### src/rtl/rv_bus_ctrl_if.sv
// Bundle of fetch, data and Wishbone signals for rv_bus_ctrl.
// master = the bus controller, slave = the pipeline/bus side facing it.
interface rv_bus_ctrl_if #(
  parameter int ADDR_W = 32,
  parameter int DATA_W = 32
);
  localparam int SEL_W = DATA_W / 8;

  // fetch redirect and instruction stream
  logic              i_flush;
  logic [ADDR_W-1:0] i_flush_addr;
  logic              o_instr_valid;
  logic [DATA_W-1:0] o_instr;
  logic [ADDR_W-1:0] o_instr_addr;
  logic              o_instr_err;
  logic              i_instr_ready;

  // load/store port
  logic              i_dreq;
  logic              i_dwe;
  logic [ADDR_W-1:0] i_daddr;
  logic [DATA_W-1:0] i_dwdata;
  logic [SEL_W-1:0]  i_dsel;
  logic              o_dack;
  logic [DATA_W-1:0] o_drdata;
  logic              o_derr;

  // Wishbone classic master
  logic              o_wb_cyc;
  logic              o_wb_stb;
  logic              o_wb_we;
  logic [ADDR_W-1:0] o_wb_adr;
  logic [DATA_W-1:0] o_wb_dat;
  logic [SEL_W-1:0]  o_wb_sel;
  logic [DATA_W-1:0] i_wb_dat;
  logic              i_wb_ack;
  logic              i_wb_err;

  modport master (
    input  i_flush, i_flush_addr, i_instr_ready,
    input  i_dreq, i_dwe, i_daddr, i_dwdata, i_dsel,
    input  i_wb_dat, i_wb_ack, i_wb_err,
    output o_instr_valid, o_instr, o_instr_addr, o_instr_err,
    output o_dack, o_drdata, o_derr,
    output o_wb_cyc, o_wb_stb, o_wb_we, o_wb_adr, o_wb_dat, o_wb_sel
  );

  modport slave (
    output i_flush, i_flush_addr, i_instr_ready,
    output i_dreq, i_dwe, i_daddr, i_dwdata, i_dsel,
    output i_wb_dat, i_wb_ack, i_wb_err,
    input  o_instr_valid, o_instr, o_instr_addr, o_instr_err,
    input  o_dack, o_drdata, o_derr,
    input  o_wb_cyc, o_wb_stb, o_wb_we, o_wb_adr, o_wb_dat, o_wb_sel
  );
endinterface

### src/rtl/rv_bus_ctrl.sv
// Wishbone master for the RV32 core: instruction prefetch FIFO plus
// load/store port. Data accesses win over prefetch, one transfer in flight.
module rv_bus_ctrl #(
  parameter int                ADDR_W     = 32,
  parameter int                DATA_W     = 32,
  parameter int                PF_DEPTH   = 4,
  parameter logic [ADDR_W-1:0] RESET_ADDR = '0,
  parameter int                TIMEOUT    = 255
) (
  input  logic          i_clk,
  input  logic          i_reset,
  rv_bus_ctrl_if.master bus
);
  localparam int SEL_W = DATA_W / 8;
  localparam int PTR_W = $clog2(PF_DEPTH);
  localparam int CNT_W = PTR_W + 1;
  localparam int TMO_W = (TIMEOUT > 1) ? $clog2(TIMEOUT + 1) : 1;

  localparam logic [1:0] IDLE  = 2'd0;
  localparam logic [1:0] FETCH = 2'd1;
  localparam logic [1:0] DATA  = 2'd2;

  logic [1:0]        state;
  logic              wb_cyc, wb_we;
  logic [ADDR_W-1:0] wb_adr;
  logic [DATA_W-1:0] wb_dat;
  logic [SEL_W-1:0]  wb_sel;
  logic              dack, derr;
  logic [DATA_W-1:0] drdata;

  logic [ADDR_W-1:0] pc;
  logic              fetch_halt;
  logic              discard;
  logic [TMO_W-1:0]  tmo_cnt;

  logic [DATA_W-1:0] fifo_instr [PF_DEPTH];
  logic [ADDR_W-1:0] fifo_addr  [PF_DEPTH];
  logic              fifo_err   [PF_DEPTH];
  logic [PTR_W-1:0]  rd_ptr, wr_ptr;
  logic [CNT_W-1:0]  count;

  logic busy, tmo_hit, bus_err, bus_ok, done;
  logic fetch_done, data_done, issue_data, issue_fetch;
  logic push, pop, instr_valid;

  assign busy        = (state != IDLE);
  assign tmo_hit     = (TIMEOUT != 0) && (tmo_cnt == TMO_W'(TIMEOUT - 1));
  // error (or timeout) beats a simultaneous ack
  assign bus_err     = busy & (bus.i_wb_err | tmo_hit);
  assign bus_ok      = busy & bus.i_wb_ack & ~bus_err;
  assign done        = bus_err | bus_ok;
  assign fetch_done  = (state == FETCH) & done;
  assign data_done   = (state == DATA) & done;
  // dack still high means the old request is still held: do not reissue it
  assign issue_data  = (state == IDLE) & bus.i_dreq & ~dack;
  // no fetch in a flush cycle so the redirected pc is used
  assign issue_fetch = (state == IDLE) & ~bus.i_dreq & ~fetch_halt & ~bus.i_flush &
                       (count < CNT_W'(PF_DEPTH));
  assign instr_valid = (count != '0);
  assign push        = fetch_done & ~discard & ~bus.i_flush;
  assign pop         = instr_valid & bus.i_instr_ready & ~bus.i_flush;

  assign bus.o_wb_cyc      = wb_cyc;
  assign bus.o_wb_stb      = wb_cyc;
  assign bus.o_wb_we       = wb_we;
  assign bus.o_wb_adr      = wb_adr;
  assign bus.o_wb_dat      = wb_dat;
  assign bus.o_wb_sel      = wb_sel;
  assign bus.o_dack        = dack;
  assign bus.o_derr        = derr;
  assign bus.o_drdata      = drdata;
  assign bus.o_instr_valid = instr_valid;
  assign bus.o_instr       = fifo_instr[rd_ptr];
  assign bus.o_instr_addr  = fifo_addr[rd_ptr];
  assign bus.o_instr_err   = fifo_err[rd_ptr];

  // sequencer: issue one bus cycle, drop cyc on the terminating edge
  always_ff @(posedge i_clk or posedge i_reset) begin
    if (i_reset) begin
      state  <= IDLE;
      wb_cyc <= 1'b0;
      wb_we  <= 1'b0;
      wb_adr <= '0;
      wb_dat <= '0;
      wb_sel <= '0;
    end else begin
      case (state)
        IDLE: begin
          if (issue_data) begin
            state  <= DATA;
            wb_cyc <= 1'b1;
            wb_we  <= bus.i_dwe;
            wb_adr <= bus.i_daddr;
            wb_dat <= bus.i_dwdata;
            wb_sel <= bus.i_dsel;
          end else if (issue_fetch) begin
            state  <= FETCH;
            wb_cyc <= 1'b1;
            wb_we  <= 1'b0;
            wb_adr <= pc;
            wb_sel <= '1;
          end
        end
        default: begin
          if (done) begin
            state  <= IDLE;
            wb_cyc <= 1'b0;
            wb_we  <= 1'b0;
          end
        end
      endcase
    end
  end

  // wait-cycle counter, only runs while a transfer is outstanding
  always_ff @(posedge i_clk or posedge i_reset) begin
    if (i_reset)                      tmo_cnt <= '0;
    else if (!busy || done)           tmo_cnt <= '0;
    else if (TIMEOUT != 0)            tmo_cnt <= tmo_cnt + 1'b1;
  end

  // load/store completion pulse; error returns zero data
  always_ff @(posedge i_clk or posedge i_reset) begin
    if (i_reset) begin
      dack   <= 1'b0;
      derr   <= 1'b0;
      drdata <= '0;
    end else begin
      dack   <= data_done;
      derr   <= data_done & bus_err;
      drdata <= (data_done & ~bus_err) ? bus.i_wb_dat : '0;
    end
  end

  // fetch pc, halt-after-error and discard of a flushed in-flight fetch
  always_ff @(posedge i_clk or posedge i_reset) begin
    if (i_reset) begin
      pc         <= RESET_ADDR;
      fetch_halt <= 1'b0;
      discard    <= 1'b0;
    end else if (bus.i_flush) begin
      pc         <= bus.i_flush_addr;
      fetch_halt <= 1'b0;
      discard    <= (state == FETCH) & ~done;
    end else if (fetch_done) begin
      discard <= 1'b0;
      if (!discard) begin
        if (bus_err) fetch_halt <= 1'b1;
        else         pc <= pc + ADDR_W'(DATA_W / 8);
      end
    end
  end

  // prefetch FIFO pointers and occupancy; flush empties it
  always_ff @(posedge i_clk or posedge i_reset) begin
    if (i_reset) begin
      rd_ptr <= '0;
      wr_ptr <= '0;
      count  <= '0;
    end else if (bus.i_flush) begin
      rd_ptr <= '0;
      wr_ptr <= '0;
      count  <= '0;
    end else begin
      if (push) wr_ptr <= wr_ptr + 1'b1;
      if (pop)  rd_ptr <= rd_ptr + 1'b1;
      count <= count + CNT_W'(push) - CNT_W'(pop);
    end
  end

  // FIFO storage: instruction, its address and the error flag
  always_ff @(posedge i_clk) begin
    if (push) begin
      fifo_instr[wr_ptr] <= bus_err ? '0 : bus.i_wb_dat;
      fifo_addr[wr_ptr]  <= pc;
      fifo_err[wr_ptr]   <= bus_err;
    end
  end
endmodule

### src/flat_wrapper.sv
// flat-port wrapper written by rule: the top's interface ports become plain ports
module rv_bus_ctrl_flat 
#(
  parameter int                ADDR_W     = 32,
  parameter int                DATA_W     = 32,
  parameter int                PF_DEPTH   = 4,
  parameter logic [ADDR_W-1:0] RESET_ADDR = '0,
  parameter int                TIMEOUT    = 255
)
  (i_clk, i_reset, bus_i_flush, bus_i_flush_addr, bus_i_instr_ready, bus_i_dreq, bus_i_dwe, bus_i_daddr, bus_i_dwdata, bus_i_dsel, bus_i_wb_dat, bus_i_wb_ack, bus_i_wb_err, bus_o_instr_valid, bus_o_instr, bus_o_instr_addr, bus_o_instr_err, bus_o_dack, bus_o_drdata, bus_o_derr, bus_o_wb_cyc, bus_o_wb_stb, bus_o_wb_we, bus_o_wb_adr, bus_o_wb_dat, bus_o_wb_sel);
  rv_bus_ctrl_if #(.ADDR_W(ADDR_W), .DATA_W(DATA_W)) bus_i ();
  input  logic i_clk;
  input  logic i_reset;
  input wire logic [$bits(bus_i.i_flush)-1:0] bus_i_flush;
  input wire logic [$bits(bus_i.i_flush_addr)-1:0] bus_i_flush_addr;
  input wire logic [$bits(bus_i.i_instr_ready)-1:0] bus_i_instr_ready;
  input wire logic [$bits(bus_i.i_dreq)-1:0] bus_i_dreq;
  input wire logic [$bits(bus_i.i_dwe)-1:0] bus_i_dwe;
  input wire logic [$bits(bus_i.i_daddr)-1:0] bus_i_daddr;
  input wire logic [$bits(bus_i.i_dwdata)-1:0] bus_i_dwdata;
  input wire logic [$bits(bus_i.i_dsel)-1:0] bus_i_dsel;
  input wire logic [$bits(bus_i.i_wb_dat)-1:0] bus_i_wb_dat;
  input wire logic [$bits(bus_i.i_wb_ack)-1:0] bus_i_wb_ack;
  input wire logic [$bits(bus_i.i_wb_err)-1:0] bus_i_wb_err;
  output wire logic [$bits(bus_i.o_instr_valid)-1:0] bus_o_instr_valid;
  output wire logic [$bits(bus_i.o_instr)-1:0] bus_o_instr;
  output wire logic [$bits(bus_i.o_instr_addr)-1:0] bus_o_instr_addr;
  output wire logic [$bits(bus_i.o_instr_err)-1:0] bus_o_instr_err;
  output wire logic [$bits(bus_i.o_dack)-1:0] bus_o_dack;
  output wire logic [$bits(bus_i.o_drdata)-1:0] bus_o_drdata;
  output wire logic [$bits(bus_i.o_derr)-1:0] bus_o_derr;
  output wire logic [$bits(bus_i.o_wb_cyc)-1:0] bus_o_wb_cyc;
  output wire logic [$bits(bus_i.o_wb_stb)-1:0] bus_o_wb_stb;
  output wire logic [$bits(bus_i.o_wb_we)-1:0] bus_o_wb_we;
  output wire logic [$bits(bus_i.o_wb_adr)-1:0] bus_o_wb_adr;
  output wire logic [$bits(bus_i.o_wb_dat)-1:0] bus_o_wb_dat;
  output wire logic [$bits(bus_i.o_wb_sel)-1:0] bus_o_wb_sel;
  assign bus_i.i_flush = bus_i_flush;
  assign bus_i.i_flush_addr = bus_i_flush_addr;
  assign bus_i.i_instr_ready = bus_i_instr_ready;
  assign bus_i.i_dreq = bus_i_dreq;
  assign bus_i.i_dwe = bus_i_dwe;
  assign bus_i.i_daddr = bus_i_daddr;
  assign bus_i.i_dwdata = bus_i_dwdata;
  assign bus_i.i_dsel = bus_i_dsel;
  assign bus_i.i_wb_dat = bus_i_wb_dat;
  assign bus_i.i_wb_ack = bus_i_wb_ack;
  assign bus_i.i_wb_err = bus_i_wb_err;
  assign bus_o_instr_valid = bus_i.o_instr_valid;
  assign bus_o_instr = bus_i.o_instr;
  assign bus_o_instr_addr = bus_i.o_instr_addr;
  assign bus_o_instr_err = bus_i.o_instr_err;
  assign bus_o_dack = bus_i.o_dack;
  assign bus_o_drdata = bus_i.o_drdata;
  assign bus_o_derr = bus_i.o_derr;
  assign bus_o_wb_cyc = bus_i.o_wb_cyc;
  assign bus_o_wb_stb = bus_i.o_wb_stb;
  assign bus_o_wb_we = bus_i.o_wb_we;
  assign bus_o_wb_adr = bus_i.o_wb_adr;
  assign bus_o_wb_dat = bus_i.o_wb_dat;
  assign bus_o_wb_sel = bus_i.o_wb_sel;
  rv_bus_ctrl #(.ADDR_W(ADDR_W), .DATA_W(DATA_W), .PF_DEPTH(PF_DEPTH), .RESET_ADDR(RESET_ADDR), .TIMEOUT(TIMEOUT)) u_core (.i_clk(i_clk), .i_reset(i_reset), .bus(bus_i));
endmodule
### config.mk
export PLATFORM = sky130hd
export DESIGN_NAME = rv_bus_ctrl_flat
export DESIGN_NICKNAME = d
export VERILOG_FILES = /design/src/rtl/rv_bus_ctrl_if.sv /design/src/rtl/rv_bus_ctrl.sv /design/src/flat_wrapper.sv
export SDC_FILE = /design/constraint.sdc
export NUM_CORES = 1
export LEC_CHECK = 0
export CAP_MARGIN = 20
export CORE_ASPECT_RATIO = 1.1
export CORE_MARGIN = 2
export CORE_UTILIZATION = 50
export CTS_BUF_LIST = sky130_fd_sc_hd__clkbuf_8 sky130_fd_sc_hd__clkbuf_16
export DETAILED_ROUTE_END_ITERATION = 6
export PLACE_DENSITY_LB_ADDON = 0.25
export SKIP_CTS_REPAIR_TIMING = 1
export SLEW_MARGIN = 25
export SYNTH_ARGS = -nofsm -noshare
export SYNTH_HDL_FRONTEND = slang
export SYNTH_SLANG_ARGS = --single-unit
### constraint.sdc
create_clock -name i_clk -period 5.9 [get_ports i_clk]
set_clock_uncertainty 0.05 [all_clocks]
set_input_delay 0.59 -clock i_clk [delete_from_list [all_inputs] [get_ports i_clk]]
set_output_delay 0.59 -clock i_clk [all_outputs]
set_load 0.02 [all_outputs]
==> summary.txt <==
Timing
  – Hold Violations, Final: 0
  – Crit path time final: 3920 ps
  – Final Cycle Share: 66.5%
  – RSZ-0062 raised after global routing: false
  – Final worst setup slack: 1980 ps
  – Maximum clock frequency: 255 MHz
  – Slew HR: 31.9%
  – Final hold slack: 391 ps
  – Final Max Tran Viols: 0
  – Final setup viols: 0
  – Worst Max-Slew Pin Slew: 1020 ps
  – Setup TNS Final: 0 ps

Logic synthesis
  – Yosys top cell by area: edfxtp_1
  – Post-synthesis compound-gate area fraction: 3.21%
  – Syn. warnings: 0
  – Yosys cell types: 54
  – Synth Register Bits: 415
  – Synth Area in Simple Gates: 11.5%
  – Ys async rst share: 37.3%
  – Synthesized net count: 1201
  – Seq/Total Area, Yosys: 71.9%
  – Largest family of logic cells by synthesized area: simple AND/OR/NAND/NOR gates
  – Syn_area_per_cell: 15.5 um^2
  – Main flop type after synthesis: edfxtp_1
  – Multiplexer share of the synthesized area: 9.34%
  – Post-Synthesis Cells: 1051
  – Post-synth EDFFs: 260
  – Synthesized-area fraction occupied by adder cells: 0.816%
  – Post-synthesis xor/xnor area fraction: 1.51%
  – Largest cells by area after synthesis: edfxtp_1 48%, dfrtp_1 24%, mux4_2 9.0%
  – Synth Cell Area: 16200 um^2
  – Synth top area share: 48.1%

Critical path
  – Crit. End Element: primary output
  – Critical path depth: 3
  – Crit-path cells: buf_4, mux4_2, clkdlybuf4s50_1
  – Crit Path Class: reg -> out
  – CP startpoint kind: flop
  – Critical path data required time: 5260 ps
  – Slowest-stage cell, CP: dfrtp_4
  – Top Family by Delay on Critical Path: buffers and inverters
  – Crit path largest cell delay: 1040 ps
  – R2r worst-path depth: 6
  – CP arrival: 3280 ps
  – Crit path buf inv count: 2
  – CP max FO: 45

Finish
  – Final std cells w/o fill: 1822
  – Area growth syn-to-layout: 30.7%
  – N_diodes: 0
  – Final Net Count: 1514
  – Fin area: 21200 um^2
  – Share of cells above drive strength 1: 11.8%

Power
  – Peak supply drop: 0.309 mV
  – Switch share: 29.5%
  – Logic pwr share: 26.9%
  – Int Pwr: 0.00618 W
  – P_sw: 0.00258 W
  – Pwr Density: 413 nW/um^2
  – Leakage: 7.80 nW
  – Seq pwr share: 43.0%
  – Clock power frac: 30.1%

Floorplanning
  – Die area: 33900 um^2
  – Initial Util: 50.6%
  – I/O pin count: 311
  – Core Area: 32100 um^2
  – Chip width: 176 um
  – Row count: 69
  – Die Ht: 193 um

Clocking
  – Num CTS Buffers: 42
  – CTS tree: built
  – Root buf cell: clkbuf_16
  – Clock-pin transition on the worst setup and hold timing paths: 60 ps
  – H-tree depth: 2
  – Clock latency on the worst-skew pair: 530 ps
  – Clk sinks: 415
  – Max clock buf depth: 3

Route
  – First-pass detailed-route iteration total: 6
  – Vias per Instance: 5.41
  – Drt wl/cell: 20.8 um
  – DR vias: 9860
  – DRT antenna net count: 0
  – Residual DRC count: 0
  – Post-Route WL: 38000 um
  – Iteration-0 DRC Markers: 895

GRT
  – GRT Total Usage: 22.8%
  – Vias in the first global route: 10300
  – First-pass GRT wire length: 59100 um
  – Initial antenna violation count: 2
  – Total gr overflow: 0
  – Largest net degree at the start of global routing: 78

Placement
  – GP Congestion: 0.777
  – Placed Instance Area: 19800 um^2
  – Final HPWL DP: 24000 um
  – IO Port Bufs: 310
  – Placed Instances: 1742
  – Placement Setup Slack: 2360 ps

Min path
  – Worst Hold Depth: 2
  – Hold WC Path Type: in -> reg

Status
  – Status: completed

Run
  – Max Cap Viol: 0
[layer usage]
layer	up-vias	global-route usage, %	part of all wire, %
met5	-	0	0.071
met4	4	5.79	1.9
met3	55	5.94	7.4
met2	365	38.0	49
met1	4927	30.2	41
li1	4509	-	-
[stage by stage]
stage               power (W)  util (%)
finish                0.00876      66.1
global placement      0.00613      61.5
floorplan             0.00503         -
detailed placement    0.00618      61.5
global route          0.00917      66.1
CTS                   0.00885      65.8
[flip-flops by register name, summed over array words and instances (netlist names)]
name	count
u_core.discard	1
u_core.bus.o_wb_we	1
u_core.fifo_instr	128
u_core.fifo_err	4
u_core.bus.o_derr	1
u_core.count	3
u_core.bus.o_wb_dat	32
u_core.wr_ptr	2
u_core.bus.o_drdata	32
u_core.pc	32
u_core.bus.o_wb_cyc	1
u_core.fifo_addr	128
u_core.rd_ptr	2
u_core.bus.o_wb_sel	4
u_core.state	2
u_core.bus.o_wb_adr	32
u_core.tmo_cnt	8
u_core.fetch_halt	1
u_core.bus.o_dack	1
[power by group through the flow]
| stage | combinational, W | sequential [W] | clock, W |
|---|---|---|---|
| after floorplan | 0.00103 | 0.00400 | 0 |
| after global placement | 0.00232 | 0.00381 | 0 |
| after detailed placement | 0.00236 | 0.00382 | 0 |
| after CTS | 0.00237 | 0.00378 | 0.00270 |
| after global routing | 0.00252 | 0.00382 | 0.00282 |
| final | 0.00236 | 0.00377 | 0.00264 |
[synthesized netlist by cell type (5+ instances only)]
| cell | count |
|---|---|
| a21oi_1 | 6 |
| ha_1 | 9 |
| clkbuf_1 | 40 |
| xor2_1 | 23 |
| xnor2_1 | 5 |
| o22ai_1 | 32 |
| nand4_1 | 14 |
| dfrtp_1 | 155 |
| o31ai_1 | 5 |
| buf_1 | 6 |
| or4_1 | 9 |
| nor2_1 | 103 |
| edfxtp_1 | 260 |
| inv_1 | 11 |
| nand2_1 | 135 |
| a31oi_1 | 7 |
| nand3_1 | 15 |
| o21ai_0 | 18 |
| and2_1 | 40 |
| mux4_2 | 65 |
| nor2b_1 | 34 |
[logic make-up (layout without fill, tap and decap cells)]
| group | count (synthesis) | in the layout |
|---|---|---|
| AOI/OAI and AO/OA | 83 | 83 |
| xor gates and xnor gates | 28 | 28 |
| adders and majority gates | 10 | 10 |
| buffers and inverters | 64 | 409 |
| DFF | 415 | 415 |
| muxes | 70 | 70 |
| and+or+nand+nor | 381 | 381 |
[cell usage in the layout (no fill, tap or decap), drive strengths merged, types with 13 or more instances in the layout]
master and n:
and2 40, buf 13, clkbuf 45, clkdlybuf4s50 309
clkinv 15, dfrtp 155, edfxtp 260, inv 19
mux4 65, nand2 136, nand3 15, nand4 15
nor2 103, nor2b 34, o21ai 19, o22ai 32
xor2 23
[layout make-up]
cell class | count | area [um^2]
Clock inverter | 31 | 273
Timing Repair Buffer | 322 | 3250
Fill cell | 2292 | 10900
Clock buffer | 45 | 1110
Tap cell | 426 | 533
Inverter | 11 | 46.3
Sequential cell | 415 | 11700
Multi-Input combinational cell | 572 | 4320
[worst paths after layout]
| path | from | end | slack (ps) |
|---|---|---|---|
| max | u_core.rd_ptr[0] | bus_o_instr[12] | 1980 |
| min | bus_i_flush | u_core.wr_ptr[1] | 390 |
| max reg2reg | u_core.tmo_cnt[0] | u_core.fifo_instr[3][0] | 2800 |
| min reg2reg | u_core.bus.o_wb_dat[4] | u_core.bus.o_wb_dat[4] | 420 |
| max in group asynchronous | i_reset | u_core.rd_ptr[1] | 4100 |
| min in group asynchronous | i_reset | u_core.bus.o_wb_adr[10] | 520 |
Power figures use the tool's default switching activity.
